### config.mk
export PLATFORM = sky130hd
export DESIGN_NAME = mode3_seq_ctrl
export DESIGN_NICKNAME = d
export VERILOG_FILES = /design/src/rtl/mode3_pkg.sv /design/src/rtl/mode3_mul.sv /design/src/rtl/mode3_seq_ctrl.sv
export SDC_FILE = /design/constraint.sdc
export NUM_CORES = 1
export LEC_CHECK = 0
export BUFFER_PORTS_ARGS = -buffer_cell sky130_fd_sc_hd__buf_4
export CELL_PAD_IN_SITES_DETAIL_PLACEMENT = 1
export CELL_PAD_IN_SITES_GLOBAL_PLACEMENT = 1
export CORE_MARGIN = 2
export CORE_UTILIZATION = 51
export CTS_CLUSTER_SIZE = 30
export DETAILED_ROUTE_END_ITERATION = 8
export PLACE_DENSITY_LB_ADDON = 0.1
export SLEW_MARGIN = 20
export SYNTH_ARGS = -nofsm -noshare
export SYNTH_HDL_FRONTEND = slang
export SYNTH_SLANG_ARGS = --single-unit
export TNS_END_PERCENT = 50
### constraint.sdc
create_clock -name clk -period 8 [get_ports clk]
set_clock_uncertainty 0.2 [all_clocks]
set_input_delay 1.6 -clock clk [delete_from_list [all_inputs] [get_ports clk]]
set_output_delay 1.6 -clock clk [all_outputs]
set_load 0.01 [all_outputs]
### src/rtl/mode3_pkg.sv
// Shared types and widths for the sequenced mode-3 datapath (out = floor(sqrt(a^2+b^2))^3).
// Build option MODE3_SEQ_BACK2BACK_EN is consumed by mode3_seq_ctrl, not by this package.
package mode3_pkg;

    localparam int DEF_IN_W  = 3;
    localparam int DEF_OUT_W = 12;

    localparam int SUM_W  = 2 * DEF_IN_W + 1;   // a^2 + b^2, max 98
    localparam int ROOT_W = DEF_IN_W + 1;       // floor(sqrt), max 9
    localparam int SQ_W   = 2 * ROOT_W;         // root^2, max 81
    localparam int RAD_W  = SUM_W + 1;          // radicand padded to whole bit pairs
    localparam int REM_W  = ROOT_W + 2;
    localparam int CUBE_W = 10;                 // root^3, max 729

    localparam int MUL_A_W = 8;
    localparam int MUL_B_W = 4;
    localparam int MUL_P_W = MUL_A_W + MUL_B_W;

    localparam int LATENCY = 9;

    typedef enum logic [2:0] {
        IDLE,
        SQ_A,
        SQ_B,
        SQRT,
        CUBE1,
        CUBE2,
        DONE
    } state_t;

endpackage

### src/rtl/mode3_mul.sv
// Combinational 8x4 unsigned multiplier, shared by every arithmetic step of mode3_seq_ctrl.
module mode3_mul
    import mode3_pkg::*;
(
    input  logic [MUL_A_W-1:0] i_a,
    input  logic [MUL_B_W-1:0] i_b,
    output logic [MUL_P_W-1:0] o_p
);

    assign o_p = MUL_P_W'(i_a) * MUL_P_W'(i_b);

endmodule

### src/rtl/mode3_seq_ctrl.sv
// Sequenced mode-3 engine: a^2+b^2, restoring sqrt (one root bit per cycle), then cube.
// Define MODE3_SEQ_BACK2BACK_EN to accept a new start in the DONE cycle.
module mode3_seq_ctrl
    import mode3_pkg::*;
#(
    parameter int IN_W     = DEF_IN_W,
    parameter int OUT_W    = DEF_OUT_W,
    parameter int SQRT_CYC = IN_W + 1
) (
    input  logic             clk,
    input  logic             rst,
    input  logic             start,
    input  logic [IN_W-1:0]  a_in,
    input  logic [IN_W-1:0]  b_in,
    output logic             busy,
    output logic             done,
    output logic [OUT_W-1:0] out_8x
);

    localparam int CNT_W = (SQRT_CYC > 1) ? $clog2(SQRT_CYC) : 1;
    localparam logic [OUT_W-1:0] CUBE_MASK = OUT_W'((1 << CUBE_W) - 1);

    state_t             r_state;
    logic [IN_W-1:0]    r_a;
    logic [IN_W-1:0]    r_b;
    logic [SUM_W-1:0]   r_acc;
    logic [REM_W-1:0]   r_rem;
    logic [ROOT_W-1:0]  r_root;
    logic [SQ_W-1:0]    r_sq;
    logic [CNT_W-1:0]   r_cnt;
    logic               r_busy;
    logic               r_done;
    logic [OUT_W-1:0]   r_out;

    logic [MUL_A_W-1:0] w_mul_a;
    logic [MUL_B_W-1:0] w_mul_b;
    logic [MUL_P_W-1:0] w_prod;

    logic [RAD_W-1:0]   w_rad;
    logic [RAD_W-1:0]   w_rad_sh;
    logic [1:0]         w_next2;
    logic [RAD_W-1:0]   w_t;
    logic [RAD_W-1:0]   w_trial;
    logic [RAD_W-1:0]   w_diff;
    logic               w_ge;
    logic [REM_W-1:0]   w_rem_nxt;
    logic [ROOT_W-1:0]  w_root_nxt;

    assign busy   = r_busy;
    assign done   = r_done;
    assign out_8x = r_out;

    // Operand steering for the single shared multiplier; idle states feed zero.
    always_comb begin
        w_mul_a = '0;
        w_mul_b = '0;
        case (r_state)
            SQ_A: begin
                w_mul_a = MUL_A_W'(r_a);
                w_mul_b = MUL_B_W'(r_a);
            end
            SQ_B: begin
                w_mul_a = MUL_A_W'(r_b);
                w_mul_b = MUL_B_W'(r_b);
            end
            CUBE1: begin
                w_mul_a = MUL_A_W'(r_root);
                w_mul_b = r_root;
            end
            CUBE2: begin
                w_mul_a = r_sq;
                w_mul_b = r_root;
            end
            default: begin
                w_mul_a = '0;
                w_mul_b = '0;
            end
        endcase
    end

    mode3_mul u_mul (
        .i_a (w_mul_a),
        .i_b (w_mul_b),
        .o_p (w_prod)
    );

    // Restoring square root: bring down the next bit pair MSB-first and try (root<<2)|1.
    assign w_rad      = RAD_W'(r_acc);
    assign w_rad_sh   = w_rad >> (2 * (SQRT_CYC - 1 - int'(r_cnt)));
    assign w_next2    = 2'(w_rad_sh);
    assign w_t        = RAD_W'({r_rem, w_next2});
    assign w_trial    = RAD_W'({r_root, 2'b01});
    assign w_ge       = (w_t >= w_trial);
    assign w_diff     = w_t - w_trial;
    assign w_rem_nxt  = w_ge ? REM_W'(w_diff) : REM_W'(w_t);
    assign w_root_nxt = {r_root[ROOT_W-2:0], w_ge};

    always_ff @(posedge clk or posedge rst) begin
        if (rst) begin
            r_state <= IDLE;
            r_a     <= '0;
            r_b     <= '0;
            r_acc   <= '0;
            r_rem   <= '0;
            r_root  <= '0;
            r_sq    <= '0;
            r_cnt   <= '0;
            r_busy  <= 1'b0;
            r_done  <= 1'b0;
            r_out   <= '0;
        end else begin
            case (r_state)
                IDLE: begin
                    if (start) begin
                        r_a     <= a_in;
                        r_b     <= b_in;
                        r_acc   <= '0;
                        r_rem   <= '0;
                        r_root  <= '0;
                        r_busy  <= 1'b1;
                        r_state <= SQ_A;
                    end
                end
                SQ_A: begin
                    r_acc   <= SUM_W'(w_prod);
                    r_state <= SQ_B;
                end
                SQ_B: begin
                    r_acc   <= r_acc + SUM_W'(w_prod);
                    r_cnt   <= '0;
                    r_state <= SQRT;
                end
                SQRT: begin
                    r_rem  <= w_rem_nxt;
                    r_root <= w_root_nxt;
                    r_cnt  <= r_cnt + 1'b1;
                    if (r_cnt == CNT_W'(SQRT_CYC - 1)) begin
                        r_state <= CUBE1;
                    end
                end
                CUBE1: begin
                    r_sq    <= SQ_W'(w_prod);
                    r_state <= CUBE2;
                end
                CUBE2: begin
                    r_out   <= w_prod & CUBE_MASK;
                    r_busy  <= 1'b0;
                    r_done  <= 1'b1;
                    r_state <= DONE;
                end
                DONE: begin
                    r_done <= 1'b0;
`ifdef MODE3_SEQ_BACK2BACK_EN
                    if (start) begin
                        r_a     <= a_in;
                        r_b     <= b_in;
                        r_acc   <= '0;
                        r_rem   <= '0;
                        r_root  <= '0;
                        r_busy  <= 1'b1;
                        r_state <= SQ_A;
                    end else begin
                        r_state <= IDLE;
                    end
`else
                    r_state <= IDLE;
`endif
                end
                default: begin
                    r_busy  <= 1'b0;
                    r_done  <= 1'b0;
                    r_state <= IDLE;
                end
            endcase
        end
    end

endmodule
==> results by group, run 1 <==
Yosys
  • Flop and latch count out of synthesis: 48
  • Gate Count Post-Synth: 382
  • Leading area contributor after synthesis: sky130_fd_sc_hd__dfrtp_1
  • Post-synth EDFFs: 0
  • Netlist area before placement: 0.00353 mm^2
  • Mapped Avg Cell Area: 9.24 um^2
  • Fraction of registers with async set/reset: 100%
  • Number of synthesis warnings: 0
  • Number of different library cells in the post-synthesis netlist: 62
  • Main synth FF type: sky130_fd_sc_hd__dfrtp_1
  • Synth top area cells: sky130_fd_sc_hd__dfrtp_1 34%, sky130_fd_sc_hd__ha_1 8.5%, sky130_fd_sc_hd__fa_1 7.4%
  • Fraction of synthesized cell area taken by the top area cell type: 34.0%
  • Most common library cells after synthesis: 48 x sky130_fd_sc_hd__dfrtp_1, 48 x sky130_fd_sc_hd__nand2_1, 32 x sky130_fd_sc_hd__inv_1
  • Share of the yosys chip area belonging to registers: 34.0%

Setup path
  • Data arrival time at the worst-slack endpoint: 5560 ps
  • Crit start category: flop
  • Category of the worst setup path capture point: flop
  • Maximum fanout along the worst path: 23
  • Critical path class: flop to flop
  • Critical path required time: 7990 ps
  • Register-to-register setup slack: 2430 ps

CTS
  • CTS Buf Count: 5
  • Clock tree from TritonCTS: built
  • Master cell of the clock root buffer: sky130_fd_sc_hd__clkbuf_8
  • Register clock-pin slew on the reported worst setup and hold paths: 100 ps
  • Post-cts hold buffer count: 0
  • Worst-Skew Late Latency: 310 ps
  • Cells resized by post-CTS repair: 0
  • H-tree level count: 2
  • Worst-case clock buffer depth: 2
  • TritonCTS Sinks: 48
  • Number of post-CTS setup repair buffers: 0

Die
  • Number of rows created at floorplan: 30
  • Starting density of the core: 52.2%
  • I/O pins: 23
  • Height of the chip: 87.2 um
  • Die outline area: 0.00760 mm^2
  • CORE AREA: 0.00676 mm^2
  • DIE WIDTH: 87.2 um

Finish
  • Non-filler cells, final: 472
  • Multi-input gate area in the final layout: 0.00211 mm^2
  • # nets final: 437
  • Diode count: 0
  • Area used by sequential logic in the layout: 0.00120 mm^2
  • Fraction of final layout cells sized beyond drive strength 1: 13.0%
  • Final cell area excluding filler cells: 0.00381 mm^2
  • P&R area growth vs syn: 7.83%
  • Fillers: 796

STA
  • Setup total negative slack: 0 ps
  • Final period utilization: 69.6%
  • Unrepaired setup endpoints after global routing: false
  • Worst-Margin Slew: 1050 ps
  • Count of endpoints failing hold in the final timing report: 0
  • Slew Limit Headroom: 29.6%
  • Setup slack of the critical path after layout: 2430 ps
  • Minimum period implied by the final worst setup slack: 5570 ps
  • Post-route worst hold slack: 290 ps
  • Maximum clock frequency: 180 MHz
  • Final setup violating endpoints: 0
  • Final Max Slew Viols: 0

Global routing
  • Overflow left after global routing: 0
  • Via count of the first global-routing pass: 2996
  • Wire length of the first global-routing pass: 14.9 mm
  • Antenna violations before repair: 0
  • Overall track demand over capacity in global routing: 25.3%
  • Maximum number of pins on one net before global-route repair: 49

Place
  • Half-perimeter wire length after placement: 6.76 mm
  • Number of input and output port buffers inserted: 20
  • DP Area: 0.00368 mm^2
  • Global placer's final weighted congestion: 0.845
  • Dpl ws: 2530 ps
  • Dpl cells: 464

Pwr
  • Peak VDD IR: 0.000115 V
  • Areal power density over the cells: 328 mW/mm^2
  • Leakage dissipation: 1.86 nW

Routing
  • First-iteration detailed-routing DRC count: 110
  • Via count of the routed design: 2757
  • Detailed-route DRC error count: 0
  • ANT nets after route: 0
  • Total iterations of the first detailed-routing run: 4
  • Per-cell via count in the routed design: 5.84
  • Average detailed-routed wire length per instance: 18.8 um
  • Total routed wirelength: 8.90 mm

Run
  • Max-Cap Viols: 0

Min path
  • Path class of the lowest-slack min-delay path: flop to flop

Outcome
  • Outcome: completed
## layout make-up
| type | instances | share of cell area (%) |
|---|---|---|
| tap | 80 | 2.63 |
| inverter | 32 | 3.19 |
| sequential | 48 | 31.6 |
| clock inverter | 2 | 1.02 |
| clock buffer | 6 | 2.17 |
| timing repair buffer | 20 | 3.94 |
| multi-input combinational | 284 | 55.5 |
## registers in the layout, summed over array words and instances (netlist names), 3 cells and up
register and cells:
out_8x 10, r_sq 8, r_acc 7, r_rem 6, r_root 4, r_a 3
r_b 3, r_state 3
## layout by cell type (no fill, tap or decap), types with 7 or more instances in the layout
master | synthesis | routed
sky130_fd_sc_hd__nor2_1 | 26 | 26
sky130_fd_sc_hd__ha_1 | 24 | 24
sky130_fd_sc_hd__nand3_1 | 12 | 12
sky130_fd_sc_hd__mux2_2 | 8 | 8
sky130_fd_sc_hd__a21o_1 | 8 | 8
sky130_fd_sc_hd__xnor2_1 | 12 | 12
sky130_fd_sc_hd__buf_4 | 5 | 20
sky130_fd_sc_hd__a21oi_1 | 15 | 15
sky130_fd_sc_hd__mux2i_1 | 10 | 10
sky130_fd_sc_hd__inv_1 | 32 | 31
sky130_fd_sc_hd__o21ai_0 | 24 | 24
sky130_fd_sc_hd__dfrtp_1 | 48 | 48
sky130_fd_sc_hd__nand2b_1 | 7 | 7
sky130_fd_sc_hd__fa_1 | 13 | 13
sky130_fd_sc_hd__nand2_1 | 48 | 48
## critical path, cell delays in order (launching register included)
cell and delay [ps]:
sky130_fd_sc_hd__dfrtp_1 820, sky130_fd_sc_hd__nor2b_1 590, sky130_fd_sc_hd__a22oi_1 160, sky130_fd_sc_hd__o22a_1 310
sky130_fd_sc_hd__nor2_1 190, sky130_fd_sc_hd__fa_1 420, sky130_fd_sc_hd__inv_1 90, sky130_fd_sc_hd__fa_1 400
sky130_fd_sc_hd__inv_1 120, sky130_fd_sc_hd__ha_1 240, sky130_fd_sc_hd__a21o_1 170, sky130_fd_sc_hd__a21oi_1 210
sky130_fd_sc_hd__xnor2_1 190, sky130_fd_sc_hd__inv_1 90, sky130_fd_sc_hd__ha_1 210, sky130_fd_sc_hd__or2_2 290
sky130_fd_sc_hd__o22ai_2 100, sky130_fd_sc_hd__xnor2_1 90, sky130_fd_sc_hd__and3_1 190, sky130_fd_sc_hd__or3_1 350
## routing by layer
metal	wire length [um]	global-route usage (%)
met1	3980	31.8
met2	4630	45.6
met3	154	3.03
met4	135	7.55
met5	0	0
## per-stage QoR
step | util, % | total power [mW]
floorplan | - | 0.897
global placement | 54.5 | 1.03
detailed placement | 54.5 | 1.05
CTS | 56.3 | 1.25
global route | 56.3 | 1.34
finish | 56.3 | 1.25
## worst paths after layout
kind                            start   endpoint  cells past startpoint
max                        r_state[2]   r_acc[6]                     19
min                              busy       busy                      1
max reg2reg                r_state[2]   r_acc[6]                     19
min reg2reg                      busy       busy                      1
max in group asynchronous         rst  r_root[0]                      2
min in group asynchronous         rst    r_sq[7]                      2
## power by group
| group | leakage, nW | total, mW | switching, mW | internal (mW) |
|---|---|---|---|---|
| sequential | 0.625 | 0.436 | 0.115 | 0.321 |
| clock | 0.0614 | 0.195 | 0.0923 | 0.102 |
| combinational | 1.17 | 0.619 | 0.348 | 0.270 |
| total | 1.86 | 1.25 | 0.556 | 0.694 |
## logic make-up after synthesis
family,synth area share (%)
flops,34.0
buf+inv,6.24
other cells,0.106
compound gates,17.1
mux,6.03
fa+ha+maj,15.9
xor+xnor,4.18
simple gates,16.4
Note: power is estimated with default switching activity, not from simulation.
==> inputs of run 2 (changes only) <==
Settings changed: CORE_UTILIZATION 51 to 43.
Clock period 8 ns to 4.7 ns, I/O delays scaled along.
==> run 2 against run 1 <==
  * Cell count up 12%
  * Critical path depth shrank 2
  * Power is 89% higher
  * Maximum frequency rose by 21%
  * Utilization is 4.3 points lower
  * Sequential cell count unchanged
  * Global-route usage down 2.6 points
==> results by group, run 2 (same netlist as run 1, synthesis figures left out) <==
Min path
  • Number of cells on the worst hold path: 2 (+1)
  • WHS Endpoint: out_8x[8]
  • Path class of the lowest-slack min-delay path: flop to flop
  • Hold path startpoint: out_8x[8]

STA
  • Setup slack of the critical path after layout: 109 ps (-2320 ps)
  • Slew Limit Headroom: 23.4% (-6.2 points)
  • Worst-Margin Slew: 1140 ps (+92.1 ps)
  • Count of endpoints failing hold in the final timing report: 0 (unchanged)
  • Final period utilization: 97.7% (+28 points)
  • Final Max Slew Viols: 0 (unchanged)
  • Minimum period implied by the final worst setup slack: 4590 ps (-976 ps)
  • Final setup violating endpoints: 0 (unchanged)
  • Maximum clock frequency: 218 MHz (+21%)

Routing
  • Via count of the routed design: 2898 (+5.1%)
  • Per-cell via count in the routed design: 5.50 (-5.9%)
  • Average detailed-routed wire length per instance: 18.2 um (-3.2%)
  • Total iterations of the first detailed-routing run: 4 (unchanged)
  • Total routed wirelength: 9.62 mm (+8.1%)
  • First-iteration detailed-routing DRC count: 75 (-32%)
  • ANT nets after route: 0 (unchanged)
  • Detailed-route DRC error count: 0 (unchanged)

Die
  • CORE AREA: 0.00809 mm^2 (+20%)
  • Starting density of the core: 43.6% (-8.6 points)
  • Height of the chip: 94.6 um (+8.5%)
  • DIE WIDTH: 94.6 um (+8.5%)
  • I/O pins: 23 (unchanged)
  • Die outline area: 0.00895 mm^2 (+18%)
  • Number of rows created at floorplan: 33 (+10%)

Setup path
  • Maximum fanout along the worst path: 8 (-65%)
  • Crit start category: flop
  • Number of cell instances on the worst register-to-register path: 17 (-2)
  • Kind of cell adding the most delay to the critical path: adder cells
  • Data arrival time at the worst-slack endpoint: 4580 ps (-980 ps)
  • Critical path class: flop to flop
  • Reg-to-Reg Start: r_state[2]
  • Slowest cell on crit path: sky130_fd_sc_hd__fa_1
  • Combined buffer and inverter count along the critical path: 4 (+1)
  • CP peak stage delay: 550 ps (-270 ps)
  • Critical path required time: 4690 ps (-3300 ps)
  • Category of the worst setup path capture point: flop
  • Worst r2r dst: r_acc[6]
  • Register-to-register setup slack: 110 ps (-2320 ps)
  • Logic depth of the worst setup path including buffers: 17 (-2)
  • Cell Chain, Critical Path: nor2b_2, buf_4, nand2_1, or2_2, fa_1, inv_1, fa_1, ha_4, inv_2, xnor2_2, inv_1, ha_2, or2_4, o22ai_2, xnor2_1, and3_1, or3_1

Global routing
  • Met2 track demand over resource in global routing: 41.1% (-4.5 points)
  • Antenna violations before repair: 0 (unchanged)
  • Overflow left after global routing: 0 (unchanged)
  • Wire length of the first global-routing pass: 15.7 mm (+5.3%)
  • Global-route layer with the greatest usage: met2
  • Met3 usage: 3.43% (+0.40 points)
  • Via count of the first global-routing pass: 3079 (+2.8%)
  • Overall track demand over capacity in global routing: 22.7% (-2.6 points)
  • Met1 Usage GRT: 28.1% (-3.7 points)
  • Maximum number of pins on one net before global-route repair: 49 (unchanged)

Place
  • Half-perimeter wire length after placement: 7.21 mm (+6.8%)
  • DP Area: 0.00393 mm^2 (+6.8%)
  • Number of input and output port buffers inserted: 20 (unchanged)
  • Global placer's final weighted congestion: 0.807 (-4.4%)
  • Dpl cells: 514 (+11%)
  • Dpl ws: -45.4 ps (-2570 ps)

Finish
  • Top library cells by usage in the layout, fill and taps aside: 49 x sky130_fd_sc_hd__buf_4, 48 x sky130_fd_sc_hd__nand2_1, 46 x sky130_fd_sc_hd__dfrtp_1
  • Number of flip-flops under the largest register name: 10 (unchanged)
  • Most frequent standard cell in the layout excluding fill and tap cells: sky130_fd_sc_hd__buf_4
  • Diode count: 0 (unchanged)
  • Fraction of final layout cells sized beyond drive strength 1: 25.1% (+12 points)
  • P&R area growth vs syn: 19.4%
  • Non-filler cells, final: 527 (+12%)
  • # nets final: 468 (+7.1%)
  • Final cell area excluding filler cells: 0.00421 mm^2 (+11%)

Pwr
  • Leakage dissipation: 2.01 nW (+8.1%)
  • Peak VDD IR: 0.000196 V (+70%)
  • Final Power: 2.36 mW (+89%)
  • Areal power density over the cells: 561 mW/mm^2 (+71%)

CTS
  • Worst-Skew Late Latency: 310 ps (about the same)
  • Master cell of the clock root buffer: sky130_fd_sc_hd__clkbuf_8
  • TritonCTS Sinks: 48 (unchanged)
  • Post-cts hold buffer count: 0 (unchanged)
  • Register clock-pin slew on the reported worst setup and hold paths: 100 ps (about the same)
  • CTS Buf Count: 5 (unchanged)
  • Worst-case clock buffer depth: 2 (unchanged)
  • H-tree level count: 2 (unchanged)
  • Clock tree from TritonCTS: built

Outcome
  • Outcome: completed

Run
  • Max-Cap Viols: 0 (unchanged)
[run 2: cell types whose count changed in the layout (fill, tap and decap cells not counted), sizes merged]
cell	delta
buf	+31
clkinv	-2
bufinv	+1
clkbuf	-1
inv	+1
[run 2: timing repair]
| action | CTS | global route |
|---|---|---|
| resized for setup | 5 | 21 |
| hold endpoints to repair | 0 | 0 |
| pin swaps | 1 | 16 |
| setup endpoints to repair | 1 | 1 |
| buffers inserted | 1 | 5 |
[run 2: where the power goes]
part           switching [mW]  internal [mW]
Clock                   0.156          0.210
Sequential              0.152          0.549
Combinational           0.709          0.587
[run 2: cell type report]
class | instances | area (um^2)
fill | 942 | 3880
sequential | 48 | 1200
clock inverter | 2 | 60.1
clock buffer | 5 | 68.8
multi-input combinational | 284 | 2240
timing repair buffer | 51 | 384
inverter | 32 | 120
tap | 105 | 131
[run 2: how the worst max path moves through the flow]
| stage | startpoint | end | slack [ps] |
|---|---|---|---|
| final | r_state[2] | r_acc[6] | 110 |
| after floorplan | r_state[1] | r_acc[6] | 20 |
| after detailed placement | r_state[1] | r_acc[6] | -50 |
| after global placement | r_state[2] | r_acc[6] | 30 |
| after CTS | r_state[1] | r_acc[6] | 6 |
| after global routing | r_state[2] | r_acc[6] | -80 |
[run 2: stage by stage]
stage | hold slack [ps] | utilization, % | TNS [ps]
5_1_grt | 328 | 52.1 | -76.9
3_5_place_dp | 275 | 48.6 | -45.4
2_1_floorplan | 250 | - | 0
6_report | 292 | 52.1 | 0
4_1_cts | 299 | 50.4 | 0
3_3_place_gp | 268 | 48.6 | 0
[run 2: worst min-delay path, cell delays in order (launching register included)]
cell                      delay [ps]
sky130_fd_sc_hd__dfrtp_1         360
sky130_fd_sc_hd__nand2_1          50
sky130_fd_sc_hd__o21ai_0          60
[run 2: routing by layer]
metal | up-vias | wire length (um)
met5 | - | 0
met4 | 0 | 155
met3 | 11 | 221
met2 | 36 | 5050
met1 | 1458 | 4190
li1 | 1393 | -
==> inputs of run 3 (changes only) <==
Settings changed: SYNTH_HIERARCHICAL set to 1.
==> run 3 against run 2 <==
  * Count of clock-buffer cells in the layout grew 2
  * Area after synthesis shrank 1.1%
  * Via count shrank 4.2%
  * Die area shrank 1.1%
  * Largest cell class unchanged
  * Sequential cell count is the same
  * Highest routed layer unchanged
  * Critical path depth is the same
  * Power shrank 6.7%
==> results by group, run 3 <==
Outcome
  • Outcome: completed

Routing
  • Detailed-route DRC error count: 0 (unchanged)
  • Total iterations of the first detailed-routing run: 4 (unchanged)
  • ANT nets after route: 0 (unchanged)
  • Total routed wirelength: 9.09 mm (-5.5%)
  • Via count of the routed design: 2775 (-4.2%)
  • Average detailed-routed wire length per instance: 17.6 um (-3.7%)
  • Per-cell via count in the routed design: 5.37 (-2.4%)
  • First-iteration detailed-routing DRC count: 115 (+53%)

Global routing
  • Overall track demand over capacity in global routing: 22.2% (-0.58 points)
  • Wire length of the first global-routing pass: 15.2 mm (-3.0%)
  • Maximum number of pins on one net before global-route repair: 41 (-16%)
  • Overflow left after global routing: 0 (unchanged)
  • Antenna violations before repair: 0 (unchanged)
  • Via count of the first global-routing pass: 3008 (-2.3%)

Setup path
  • Maximum fanout along the worst path: 10 (+2)
  • Data arrival time at the worst-slack endpoint: 4500 ps (-80 ps)
  • Critical path required time: 4750 ps (+60 ps)
  • Critical path class: flop to flop
  • CP peak stage delay: 530 ps (-20 ps)
  • Worst r2r dst: out_8x[9]
  • Number of cell instances on the worst register-to-register path: 17 (unchanged)
  • Crit start category: flop
  • Reg-to-Reg Start: r_state[0]
  • Slowest cell on crit path: sky130_fd_sc_hd__fa_1
  • Crit-path most repeated cell: sky130_fd_sc_hd__inv_1
  • Category of the worst setup path capture point: flop
  • Register-to-register setup slack: 250 ps (+140 ps)
  • Cell Chain, Critical Path: inv_1, nor2_4, buf_4, a22o_1, and2_1, fa_1, inv_1, fa_1, inv_1, ha_1, and3_4, a2111oi_4, o21bai_1, a21oi_1, xnor2_1, nand2_1, nand2_1

Place
  • Number of input and output port buffers inserted: 20 (unchanged)
  • Dpl cells: 504 (-1.9%)
  • Dpl ws: 6.74 ps (+52.2 ps)
  • DP Area: 0.00386 mm^2 (-1.9%)
  • Half-perimeter wire length after placement: 7.25 mm (+0.53%)
  • Global placer's final weighted congestion: 0.908 (+13%)

STA
  • Slew Limit Headroom: 31.6% (+8.2 points)
  • Post-route worst hold slack: 291 ps (-0.764 ps)
  • Final period utilization: 94.6% (-3.1 points)
  • Maximum clock frequency: 225 MHz (+3.2%)
  • Count of endpoints failing hold in the final timing report: 0 (unchanged)
  • Final setup violating endpoints: 0 (unchanged)
  • Setup slack of the critical path after layout: 253 ps (+144 ps)
  • Worst-Margin Slew: 1020 ps (-122 ps)
  • Minimum period implied by the final worst setup slack: 4450 ps (-144 ps)
  • Final Max Slew Viols: 0 (unchanged)

Yosys
  • Mapped Avg Cell Area: 9.31 um^2 (+0.71%)
  • Netlist area before placement: 0.00349 mm^2 (-1.1%)
  • Number of synthesis warnings: 6 (+6)
  • Gate Count Post-Synth: 375 (-1.8%)

Finish
  • Diode count: 0 (unchanged)
  • Non-filler cells, final: 517 (-1.9%)
  • Number of flip-flops under the largest register name: 10 (unchanged)
  • # nets final: 463 (-1.1%)
  • Final cell area excluding filler cells: 0.00405 mm^2 (-3.9%)
  • Top library cells by usage in the layout, fill and taps aside: 65 x sky130_fd_sc_hd__nand2_1, 46 x sky130_fd_sc_hd__dfrtp_1, 44 x sky130_fd_sc_hd__buf_4
  • Most frequent standard cell in the layout excluding fill and tap cells: sky130_fd_sc_hd__nand2_1
  • P&R area growth vs syn: 16.0%
  • Fraction of final layout cells sized beyond drive strength 1: 21.4% (-3.7 points)

Run
  • Max-Cap Viols: 0 (unchanged)

Die
  • Number of rows created at floorplan: 32 (-3.0%)
  • Height of the chip: 94.1 um (-0.54%)
  • I/O pins: 23 (unchanged)
  • CORE AREA: 0.00781 mm^2 (-3.5%)
  • DIE WIDTH: 94.1 um (-0.54%)
  • Starting density of the core: 44.7% (+1.1 points)
  • Die outline area: 0.00885 mm^2 (-1.1%)

Min path
  • Number of cells on the worst hold path: 2 (unchanged)
  • WHS Endpoint: out_8x[9]
  • Hold path startpoint: out_8x[9]
  • Path class of the lowest-slack min-delay path: flop to flop

CTS
  • Master cell of the clock root buffer: sky130_fd_sc_hd__clkbuf_8
  • Worst-case clock buffer depth: 2 (unchanged)
  • Clock tree from TritonCTS: built
  • TritonCTS Sinks: 48 (unchanged)
  • CTS Buf Count: 5 (unchanged)
  • Post-cts hold buffer count: 0 (unchanged)
  • H-tree level count: 2 (unchanged)
  • Worst-Skew Late Latency: 320 ps (about the same)
  • Register clock-pin slew on the reported worst setup and hold paths: 100 ps (about the same)

Pwr
  • Peak VDD IR: 0.000390 V (+99%)
  • Areal power density over the cells: 545 mW/mm^2 (-2.9%)
  • Leakage dissipation: 2.03 nW (+1.2%)
-- run 3: how the worst max path moves through the flow --
stage	startpoint	end	slack (ps)	depth (start not counted)
2_1_floorplan	r_state[1]	r_acc[5]	110	20
6_report	r_state[0]	out_8x[9]	250	17
4_1_cts	r_state[0]	r_acc[5]	8	18
3_3_place_gp	r_state[2]	r_acc[5]	160	18
3_5_place_dp	r_state[0]	r_acc[5]	7	18
5_1_grt	r_state[2]	r_acc[5]	-10	18
-- run 3: layer usage --
layer | global-route usage (%) | vias to the layer above | wire length [um]
met1 | 31.4 | 1391 | 4430
met3 | 3.45 | 7 | 309
met5 | 0 | - | 0
met2 | 36.0 | 43 | 4270
li1 | - | 1334 | -
met4 | 4.47 | 0 | 80
-- run 3: critical path, delay by kind of cell (launching register included) --
family          cells  cell delay (ps)
xor+xnor            1              140
compound gates      4             1020
flops               1              450
fa+ha+maj           3             1420
buf+inv             4              530
simple gates        5              590
-- run 3: area by class of cell --
cell class,instances,area [um^2]
multi-input combinational,278,2150
inverter,37,139
sequential,48,1200
fill,909,3760
clock inverter,1,7.51
clock buffer,7,86.3
tap,102,128
timing repair buffer,44,330
-- run 3: where the power goes --
group / switching [mW] / internal [mW] / leakage, nW
Sequential: 0.137 / 0.556 / 0.621
Combinational: 0.690 / 0.553 / 1.37
Clock: 0.150 / 0.120 / 0.0445
Total: 0.977 / 1.23 / 2.03
-- run 3: timing repair --
| action | CTS | global route |
|---|---|---|
| resized for setup | 0 | 16 |
| setup buffers | 0 | 5 |
| setup endpoints to repair | 0 | 3 |
-- run 3: metrics by stage --
step	TNS (ps)	utilization, %	total power, mW
after floorplan	0	-	1.50
after global placement	0	49.4	1.83
after detailed placement	0	49.4	1.88
final	0	51.8	2.21
after CTS	0	50.6	2.15
after global routing	-10.3	51.8	2.39
